--- src/rtl/sar_pkg.sv ---
// rtl/sar_pkg.sv - shared types and helpers for the successive-approximation search controller
//
// Contents:
//   DEF_WIDTH : default operand width
//   state_t   : controller states (OCIOSO idle, TESTA testing, FIM done)
//   onehot3   : true when exactly one comparator flag is asserted

package sar_pkg;

  localparam int DEF_WIDTH = 4;

  typedef enum logic [1:0] {
    OCIOSO = 2'd0,
    TESTA  = 2'd1,
    FIM    = 2'd2
  } state_t;

  // A well-behaved comparator asserts exactly one of its three outputs.
  function automatic logic onehot3(input logic maior, input logic menor, input logic igual);
    return (maior ^ menor ^ igual) & ~(maior & menor & igual);
  endfunction

endpackage

--- src/rtl/sar_busca4bit.sv ---
// rtl/sar_busca4bit.sv - MSB-first successive-approximation search driving an external comparator
//
// Ports:
//   clk        : rising-edge clock
//   rst        : synchronous active-high reset
//   start      : request a new search (accepted only while idle)
//   tentativa  : registered trial value, drives comparator input b
//   maior      : comparator says unknown > tentativa
//   menor      : comparator says unknown < tentativa
//   igual      : comparator says unknown == tentativa
//   resultado  : value found, held until the next accepted start
//   ocupado    : high while trials are in progress
//   pronto     : one-cycle pulse when the search finishes
//   erro       : comparator answers were inconsistent, held with resultado

module sar_busca4bit
  import sar_pkg::*;
#(
  parameter int WIDTH = DEF_WIDTH
) (
  input  logic             clk,
  input  logic             rst,
  input  logic             start,
  output logic [WIDTH-1:0] tentativa,
  input  logic             maior,
  input  logic             menor,
  input  logic             igual,
  output logic [WIDTH-1:0] resultado,
  output logic             ocupado,
  output logic             pronto,
  output logic             erro
);

  localparam int IDX_W = $clog2(WIDTH);
  localparam logic [WIDTH-1:0] MSB_ONLY = {1'b1, {(WIDTH-1){1'b0}}};

  state_t           state;
  logic [IDX_W-1:0] idx;

  // mask_cur selects the bit currently under test, mask_nxt the one below it.
  logic [WIDTH-1:0] mask_cur;
  logic [WIDTH-1:0] mask_nxt;
  logic             flags_ok;
  logic             last_bit;

  assign mask_cur = WIDTH'(1) << idx;
  assign mask_nxt = mask_cur >> 1;
  assign flags_ok = onehot3(maior, menor, igual);
  assign last_bit = (idx == '0);

  always_ff @(posedge clk) begin
    if (rst) begin
      state     <= OCIOSO;
      tentativa <= '0;
      resultado <= '0;
      idx       <= '0;
      erro      <= 1'b0;
    end else begin
      case (state)
        OCIOSO: begin
          if (start) begin
            tentativa <= MSB_ONLY;
            idx       <= IDX_W'(WIDTH - 1);
            erro      <= 1'b0;
            state     <= TESTA;
          end else begin
            tentativa <= '0;
          end
        end

        TESTA: begin
          if (!flags_ok) begin
            resultado <= tentativa;
            erro      <= 1'b1;
            state     <= FIM;
          end else if (igual) begin
            resultado <= tentativa;
            state     <= FIM;
          end else if (menor) begin
            if (last_bit) begin
              // Unknown is below a value whose LSB is set: it is that value minus one.
              resultado <= tentativa & ~mask_cur;
              state     <= FIM;
            end else begin
              tentativa <= (tentativa & ~mask_cur) | mask_nxt;
              idx       <= idx - 1'b1;
            end
          end else begin
            // maior at the LSB cannot happen with a consistent comparator:
            // every earlier decision bounded the unknown to tentativa or tentativa-1.
            if (last_bit) begin
              resultado <= tentativa;
              erro      <= 1'b1;
              state     <= FIM;
            end else begin
              tentativa <= tentativa | mask_nxt;
              idx       <= idx - 1'b1;
            end
          end
        end

        FIM: begin
          // tentativa keeps the last trial during FIM and returns to zero in OCIOSO.
          tentativa <= '0;
          state     <= OCIOSO;
        end

        default: begin
          tentativa <= '0;
          state     <= OCIOSO;
        end
      endcase
    end
  end

  // Decoded directly from the state register, so both are glitch-free.
  assign ocupado = (state == TESTA);
  assign pronto  = (state == FIM);

endmodule
--- config.mk ---
export PLATFORM = sky130hd
export DESIGN_NAME = sar_busca4bit
export DESIGN_NICKNAME = d
export VERILOG_FILES = /design/src/rtl/sar_pkg.sv /design/src/rtl/sar_busca4bit.sv
export SDC_FILE = /design/constraint.sdc
export NUM_CORES = 1
export LEC_CHECK = 0
export CORE_MARGIN = 5
export CORE_UTILIZATION = 43
export DETAILED_ROUTE_END_ITERATION = 10
export GPL_ROUTABILITY_DRIVEN = 0
export MAX_ROUTING_LAYER = met4
export PLACE_DENSITY_LB_ADDON = 0.1
export SYNTH_ARGS = -nofsm -noshare
export SYNTH_HDL_FRONTEND = slang
export SYNTH_SLANG_ARGS = --single-unit
--- constraint.sdc ---
create_clock -name clk -period 1.5 [get_ports clk]
set_input_delay 0.3 -clock clk [delete_from_list [all_inputs] [get_ports clk]]
set_output_delay 0.3 -clock clk [all_outputs]
set_load 0.1 [all_outputs]
* After elaboration in Yosys (flattened, before gate mapping)
Index checks and enable logic that the tools add are counted.
** Cells by class
- $add $sub $neg :: 1
- Equal/unequal tests :: 11
- Shifts and indexed selects :: 1
- Mux-type cells :: 28
- Bitwise gates (word level) :: 10
- Reduce and logical (&&, ||, !) cells :: 8
** Operators by type and width (number)
- 4-bit 2-to-1 mux :: 11
- 2-bit 2-to-1 mux :: 8
- 5-bit AND reduction :: 2
- 4-bit by 3-bit bitwise OR with 4-bit output :: 2
- 2-bit case mux with 2 select lines :: 2
- 4-bit case mux with 2 select lines :: 1
- 2-bit inequality test, second input constant :: 3
- 3-bit by 2-bit inequality test with 1-bit output, second input constant :: 2
- 3-bit inequality test, second input constant :: 2
- 1-bit 2-to-1 mux :: 5
- 4-bit AND :: 1
- 2-bit logical NOT :: 2
- 4-bit by 3-bit inequality test with 1-bit output, second input constant :: 1
- 4-bit inverter :: 1
- 2-bit AND reduction :: 2
- 1-bit by 2-bit << shifter with 4-bit output, first input constant :: 1
- 1-bit AND :: 3
- 3-bit AND reduction :: 1
- 2-bit by 1-bit == test with 1-bit output, second input constant :: 1
- 2-bit == test, second input constant :: 1
- 2-bit by 1-bit inequality test with 1-bit output, second input constant :: 1
- 1-bit case mux with 2 select lines :: 1
- 2-bit nonzero test :: 1
- 2-bit by 1-bit subtractor with 2-bit output, second input constant :: 1
- 2 further kinds :: 3
** Storage, ports and cells
- Flip-flop bits (word level) :: 13
- Output and inout bits :: 11
- Logic and storage cells :: 64

* Longest topological paths before layout
Gate-level depths: netlist of the first run.
- Depth after elaboration :: 9
- Depth in mapped cells :: 6
- Mapped depth without buffers :: 5

* Worst setup path before layout of the first run
Ideal clock, no wire load.
- Path kind :: register to register
- From :: register idx[0]
- To :: register tentativa[3]
- Data arrival time :: 1.390 ns
- Required time :: 1.365 ns
- Setup slack :: -0.025 ns
- Cell stages (with the launch flop) :: 7
- Period minus slack after synthesis :: 1.525 ns
- Cell sequence :: dfxtp_1 -> inv_1 -> ha_1 -> or3b_1 -> buf_2 -> o211ai_2 -> a21oi_1
** Between the ends
- Word-level cells in the longest chain between the ends :: 9
- Elaborated cells between the ends (all ways) :: 12
- Classes of those cells :: 1 x eq/ne; 1 x shift; 5 x mux; 3 x bitwise; 2 x reduce/logical
** Ends and longest elaborated chain
- from (decl) :: RTL line sar_busca4bit.sv:38 : logic [IDX_W-1:0] idx;
- from (signal assigned) :: RTL line sar_busca4bit.sv:63 : idx <= IDX_W'(WIDTH - 1);
- from (signal assigned) :: RTL line sar_busca4bit.sv:86 : idx <= idx - 1'b1;
- from (signal assigned) :: RTL line sar_busca4bit.sv:97 : idx <= idx - 1'b1;
- 1-bit by 2-bit << shifter with 4-bit output :: RTL line sar_busca4bit.sv:46 : assign mask_cur = WIDTH'(1) << idx;
- 4-bit inverter :: RTL line sar_busca4bit.sv:85 : tentativa <= (tentativa & ~mask_cur) | mask_nxt;
- 4-bit AND :: RTL line sar_busca4bit.sv:85
- 4-bit by 3-bit bitwise OR with 4-bit output :: RTL line sar_busca4bit.sv:85
- 4-bit 2-to-1 mux :: RTL line sar_busca4bit.sv:80 : if (last_bit) begin
- 4-bit 2-to-1 mux :: RTL line sar_busca4bit.sv:79 : end else if (menor) begin
- 4-bit 2-to-1 mux :: RTL line sar_busca4bit.sv:76 : end else if (igual) begin
- 4-bit 2-to-1 mux :: RTL line sar_busca4bit.sv:72 : if (!flags_ok) begin
- 4-bit case mux with 2 select lines :: RTL line sar_busca4bit.sv:59 : case (state)
- to (signal assigned) :: RTL line sar_busca4bit.sv:85
- to (signal assigned) :: RTL line sar_busca4bit.sv:96 : tentativa <= tentativa | mask_nxt;
- to (decl) :: RTL line sar_busca4bit.sv:24 : output logic [WIDTH-1:0] tentativa,
Several ways; a longest one is shown, not always the timed one. The select of a mux whose other input is x is not followed.
A chain may end at the register's enable or synchronous reset.

* Final worst setup path of the first run
- From :: register idx[1]
- To :: register tentativa[3]
Same word-level chain as after synthesis.

==> results.yml, run 1 <==
outcome:
  status: "complete, no violations"
global_route:
  antenna_found_initial: 0
  track_usage_pct: 15.2
  globalRouteOverflowTotal: 0
  grt_max_degree: 12
  grt_pass1_wl_um: 2900
  first_global_vias: 642
critical_path:
  arrival_ns: 1.64
  critPathLaunchType: "register"
  r2r-end: "tentativa[3]"
  end_kind: "register"
  reg2reg_depth: 6
  r2r_start: "idx[1]"
  path_max_fanout: 6
  rrSetupSlack_ns: 0.04
  required_ns: 1.68
  critPathKind: "register to register"
worst_hold_path:
  whs_path_depth: 1
  min-delay-start: "state[1]"
  hold_path.class: "register to register"
  hold-path-endpoint: "state[0]"
cts:
  htree_levels: 1
  clk_path_buf_depth: 2
  cts_buffers: 3
  clock-sinks: 13
  cts_hold_buffers: 0
  clk_transition_reported_paths_ns: 0.08
  cts_tree: "done"
  root_buffer: "clkbuf_4"
  clkLatencyLatePin_ns: 0.28
timing:
  finalCriticalPeriod_ns: 1.46
  setup_viol_count_final: 0
  skew_ns: 0.00458
  hold_viol_final: 0
  finalCritPeriodShare_pct: 97.6
  setup_tns_ns: 0
  final_max_slew_viol_count: 0
  relSlewSlack_pct: 77.5
  fmax_mhz: 683
  rsz0062_at_grt: "yes"
  tightest_slew_ns: 0.333
floorplan:
  core_region_area_um2: 1560
  die_width_um: 51.1
  fp.dieH_um: 51.1
  io_pins: 17
  num_rows: 14
  start_util_pct: 46.5
  dieArea_um2: 2610
yosys:
  yosysWarnings: 0
  synth_seq_area_share_pct: 35.9
  synthCells: 72
  synth.avg_cell_area_um2: 10.1
  synth_nets: 83
  synth_area_um2: 726
  ys_types: 35
  synth-seq-cells: 13
power_and_ir_drop:
  clockPowerShare_pct: 25.0
  p_per_area_nw_per_um2: 781
  p_comb_share_pct: 33.0
  p_int_w: 0.000596
  vdd_drop_max_mv: 0.756
  swShare_pct: 33.1
  leakage_nw: 0.441
  switchingPower_w: 0.000295
  p_seq_share_pct: 42.1
  power_w: 0.000891
detailed_routing:
  drc_errors: 0
  drtAntennaViolNets: 0
  routed-via-count: 669
  drt_pass1_iterations: 4
  wirelength_um: 1770
  wire_per_inst_um: 15.1
  via_per_inst: 5.72
  first_iter_violations: 13
final_layout:
  layout.nets: 113
  syn_to_final_growth_pct: 57.1
  fin_area_um2: 1140
  layout.cells.non_filler: 117
  drive_above_1_share_pct: 46.5
  diodes: 0
place:
  dp_cells: 110
  dp_hpwl_um: 1320
  placed_area_um2: 1050
  portBuffers: 16
job:
  drv_cap: 0
==> cells in the final DEF, fill, tap and decap left out, types with 2 or more instances in the layout <==
master,netlist,routed
ha_1,5,3
buf_12,1,11
dfxtp_2,0,3
nor3_1,3,3
buf_4,1,13
dlygate4sd2_1,0,2
ha_4,0,2
o2111ai_1,4,4
o21ai_0,4,4
nand2_1,5,5
clkbuf_4,0,3
a211oi_2,2,2
clkdlybuf4s50_1,0,3
inv_2,0,2
a21oi_1,7,7
dfxtp_1,13,10
==> worst max path at each step <==
stage                  start           end  slack, ns  cells after the start
CTS                 state[0]       ocupado       0.02                      3
global route          idx[0]        idx[1]      -0.03                      7
global placement       menor  tentativa[2]      -0.39                      5
floorplan             idx[0]  tentativa[3]       0.02                      6
finish                idx[1]  tentativa[3]       0.04                      6
detailed placement     menor  tentativa[2]      -0.44                      5
==> timing repair <==
item	4_1_cts	5_1_grt
gates resized for setup	7	6
setup endpoints to repair	13	3
setup buffers	2	2
pin swaps	0	3
cloned	0	0
==> layout make-up <==
type / count / area, µm²
clock buffer: 4 / 26.3
multi-input combinational: 51 / 437
sequential: 13 / 264
tap: 16 / 20.0
inverter: 3 / 16.3
fill: 106 / 419
timing repair buffer: 30 / 377
==> power groups by stage <==
stage / clock network, W / logic (W) / registers [W]
after floorplan: 0 / 0.000138 / 0.000413
after global placement: 0 / 0.000262 / 0.000379
after detailed placement: 0 / 0.000266 / 0.000380
after CTS: 0.000235 / 0.000279 / 0.000373
after global routing: 0.000250 / 0.000314 / 0.000378
final: 0.000222 / 0.000294 / 0.000375
==> state kept, by name, indices dropped and copies added (netlist names) <==
signal and cells:
erro 1, state 2, tentativa 4, resultado 4, idx 2
==> critical path, stage by stage (launching register included) <==
cell and delay (ns):
dfxtp_2 0.34, inv_2 0.05, ha_4 0.17, buf_4 0.13, or3b_4 0.41, o211ai_2 0.18, a21oi_1 0.08
==> metal layers <==
metal  part of all wire, %  global-route usage (%)  vias up
met5                     0                       -        -
met4                   2.7                    10.8        0
met3                   4.5                    2.62        6
met2                    48                    23.2       18
met1                    45                    18.1      316
li1                      -                       -      329
==> logic make-up after synthesis <==
group	share of synthesized area, %
AOI/OAI and AO/OA	24.1
adders and majority gates	8.62
buffers and inverters	8.79
DFF	35.9
muxes	1.38
and+or+nand+nor	21.2
==> synthesized netlist by cell type, drive strengths merged <==
cell type | instances | area, µm²
o2111ai | 4 | 35.0
nor4 | 1 | 12.5
nor2 | 1 | 3.75
or3b | 2 | 17.5
clkbuf | 1 | 3.75
and2b | 1 | 7.51
a32o | 1 | 11.3
nor4b | 1 | 8.76
o211ai | 1 | 12.5
nor3 | 4 | 25.0
nand2 | 5 | 18.8
and4b | 1 | 10.0
ha | 5 | 62.6
nor2b | 1 | 6.26
nor3b | 2 | 26.3
a211oi | 3 | 32.5
buf | 4 | 43.8
dfxtp | 13 | 260
a311oi | 2 | 23.8
a21oi | 7 | 35.0
nand2b | 2 | 12.5
inv | 3 | 16.3
o21ai | 5 | 25.0
mux2i | 1 | 10.0
nand3 | 1 | 5.00
==> per-stage QoR <==
| step | utilization, % | setup slack [ns] | hold WS, ns |
|---|---|---|---|
| after CTS | 71.7 | 0.0240 | 0.504 |
| after global routing | 73.1 | -0.0286 | 0.529 |
| after floorplan | - | 0.0177 | 0.371 |
| after global placement | 67.6 | -0.387 | 0.463 |
| after detailed placement | 67.6 | -0.436 | 0.484 |
| final | 73.1 | 0.0354 | 0.479 |
Power figures use the tool's default switching activity.
==> run 2: changes to the inputs <==
--- a/config.mk
+++ b/config.mk
@@ -5,12 +5,13 @@
 export SDC_FILE = /design/constraint.sdc
 export NUM_CORES = 1
 export LEC_CHECK = 0
-export CORE_MARGIN = 5
+export CORE_MARGIN = 3
 export CORE_UTILIZATION = 43
 export DETAILED_ROUTE_END_ITERATION = 10
 export GPL_ROUTABILITY_DRIVEN = 0
 export MAX_ROUTING_LAYER = met4
 export PLACE_DENSITY_LB_ADDON = 0.1
+export SETUP_SLACK_MARGIN = 0.3
 export SYNTH_ARGS = -nofsm -noshare
 export SYNTH_HDL_FRONTEND = slang
 export SYNTH_SLANG_ARGS = --single-unit
==> run 2 against run 1 <==
Compared with the run above: die area is 15% lower; combinational power is 26% higher; routed wire length is 29% higher; critical path depth is 1 higher; via count is 7.2% higher; register-to-register slack better by 0.07 ns.
==> results.yml, run 2 (synthesis results as in run 1) <==
power_and_ir_drop:
  vdd_drop_max_mv: 0.723
  leakage_nw: 0.508
  p_per_area_nw_per_um2: 739
final_layout:
  n_fill_cell: 80
  layout.cells.non_filler: 122
  seqCellArea_um2: 279
  layout.nets: 118
  fin_area_um2: 1320
  layout_common_cells: "14 x buf_4, 12 x dfxtp_2, 12 x buf_12, 6 x a21oi_1, 4 x nand2_1"
  multi_input_area_um2: 518
  top_regs: "resultado: 4 flops, tentativa: 4 flops"
  mostFrequentLayoutCell: "buf_4"
  diodes: 0
  syn_to_final_growth_pct: 81.9
  drive_above_1_share_pct: 70.8
global_route:
  track_usage_pct: 24.2
  globalRouteOverflowTotal: 0
  first_global_vias: 715
  grt_pass1_wl_um: 3400
  grt_max_degree: 11
  antenna_found_initial: 0
timing:
  setup_viol_count_final: 0
  fmax_mhz: 713
  hold_viol_final: 0
  tightest_slew_ns: 0.328
  whs_ns: 0.480
  skew_ns: 0.00434
  rsz0062_at_grt: "yes"
  relSlewSlack_pct: 77.9
  final_max_slew_viol_count: 0
  finalCriticalPeriod_ns: 1.40
  finalCritPeriodShare_pct: 93.5
detailed_routing:
  wire_per_inst_um: 18.7
  drc_errors: 0
  routed-via-count: 717
  drt_pass1_iterations: 4
  via_per_inst: 5.88
  drtAntennaViolNets: 0
  wirelength_um: 2280
  first_iter_violations: 18
floorplan:
  start_util_pct: 47.1
  io_pins: 17
  fp.dieH_um: 47.1
  core_region_area_um2: 1540
  dieArea_um2: 2220
  die_width_um: 47.1
  num_rows: 14
critical_path:
  critPathMaxStageDelay_ns: 0.30
  path_max_fanout: 8
  path_cells: "dlygate4sd2_1 -> ha_4 -> nor3b_4 -> buf_6 -> buf_8 -> mux2i_1 -> nor3_1"
  arrival_ns: 1.60
  critPathKind: "input port to register"
  required_ns: 1.70
  end_kind: "register"
  slowest_stage: "ha_4"
  critPathLaunchType: "input port"
  rrSetupSlack_ns: 0.11
outcome:
  status: "complete, no violations"
job:
  drv_cap: 0
place:
  dp_cells: 106
  portBuffers: 16
  dp_hpwl_um: 1300
  placed_area_um2: 1070
worst_hold_path:
  hold_path.class: "register to register"
cts:
  htree_levels: 1
  clock-sinks: 13
  clk_transition_reported_paths_ns: 0.08
  cts_buffers: 3
  cts_hold_buffers: 0
  cts_tree: "done"
  root_buffer: "clkbuf_4"
  clk_path_buf_depth: 2
  clkLatencyLatePin_ns: 0.28
-- run 2: stage by stage --
step | setup WS [ns] | utilization, % | TNS (ns) | total power, W
after floorplan | 0.111 | - | 0 | 0.000571
after global placement | -0.405 | 69.5 | -3.93 | 0.000647
after detailed placement | -0.420 | 69.5 | -4.39 | 0.000654
after CTS | 0.104 | 80.6 | 0 | 0.000940
after global routing | 0.0487 | 85.6 | 0 | 0.00102
final | 0.0972 | 85.6 | 0 | 0.000975
-- run 2: worst max-delay path, delay by kind of cell --
kind,cells,cell delay (ns)
buffers and inverters,3,0.55
AND/OR/NAND/NOR,2,0.38
adder cells (fa/ha/maj),1,0.30
multiplexers,1,0.07
-- run 2: worst paths after layout --
check,cells past startpoint,from,end
worst max-delay path,7,menor,state[0]
worst max register to register,5,idx[0],resultado[2]
worst min-delay path,2,resultado[3],resultado[3]
worst min register to register,2,resultado[3],resultado[3]
-- run 2: layout make-up --
type | count | share of cell area, %
sequential | 13 | 21.1
multi-input combinational | 51 | 39.2
tap | 16 | 1.52
timing repair buffer | 35 | 34.7
clock buffer | 4 | 1.99
inverter | 3 | 1.42
-- run 2: report_power, final --
group          switching (W)  internal [W]
clock               0.000123      0.000103
sequential         0.0000169      0.000361
combinational       0.000201      0.000170
total               0.000341      0.000634
-- run 2: per-layer routing --
metal | vias to the layer above | track usage, % | part of all wire [%]
met3 | 2 | 8.43 | 6.5
met5 | - | - | 0
met1 | 341 | 26.2 | 43
li1 | 342 | - | -
met2 | 32 | 39.6 | 50
met4 | 0 | 10.5 | 0.61
-- run 2: what timing repair did --
item	in CTS	in global routing
pin swaps	9	8
setup endpoints to repair	15	15
resized for setup	23	10
buffers inserted	10	1
gates cloned	0	1
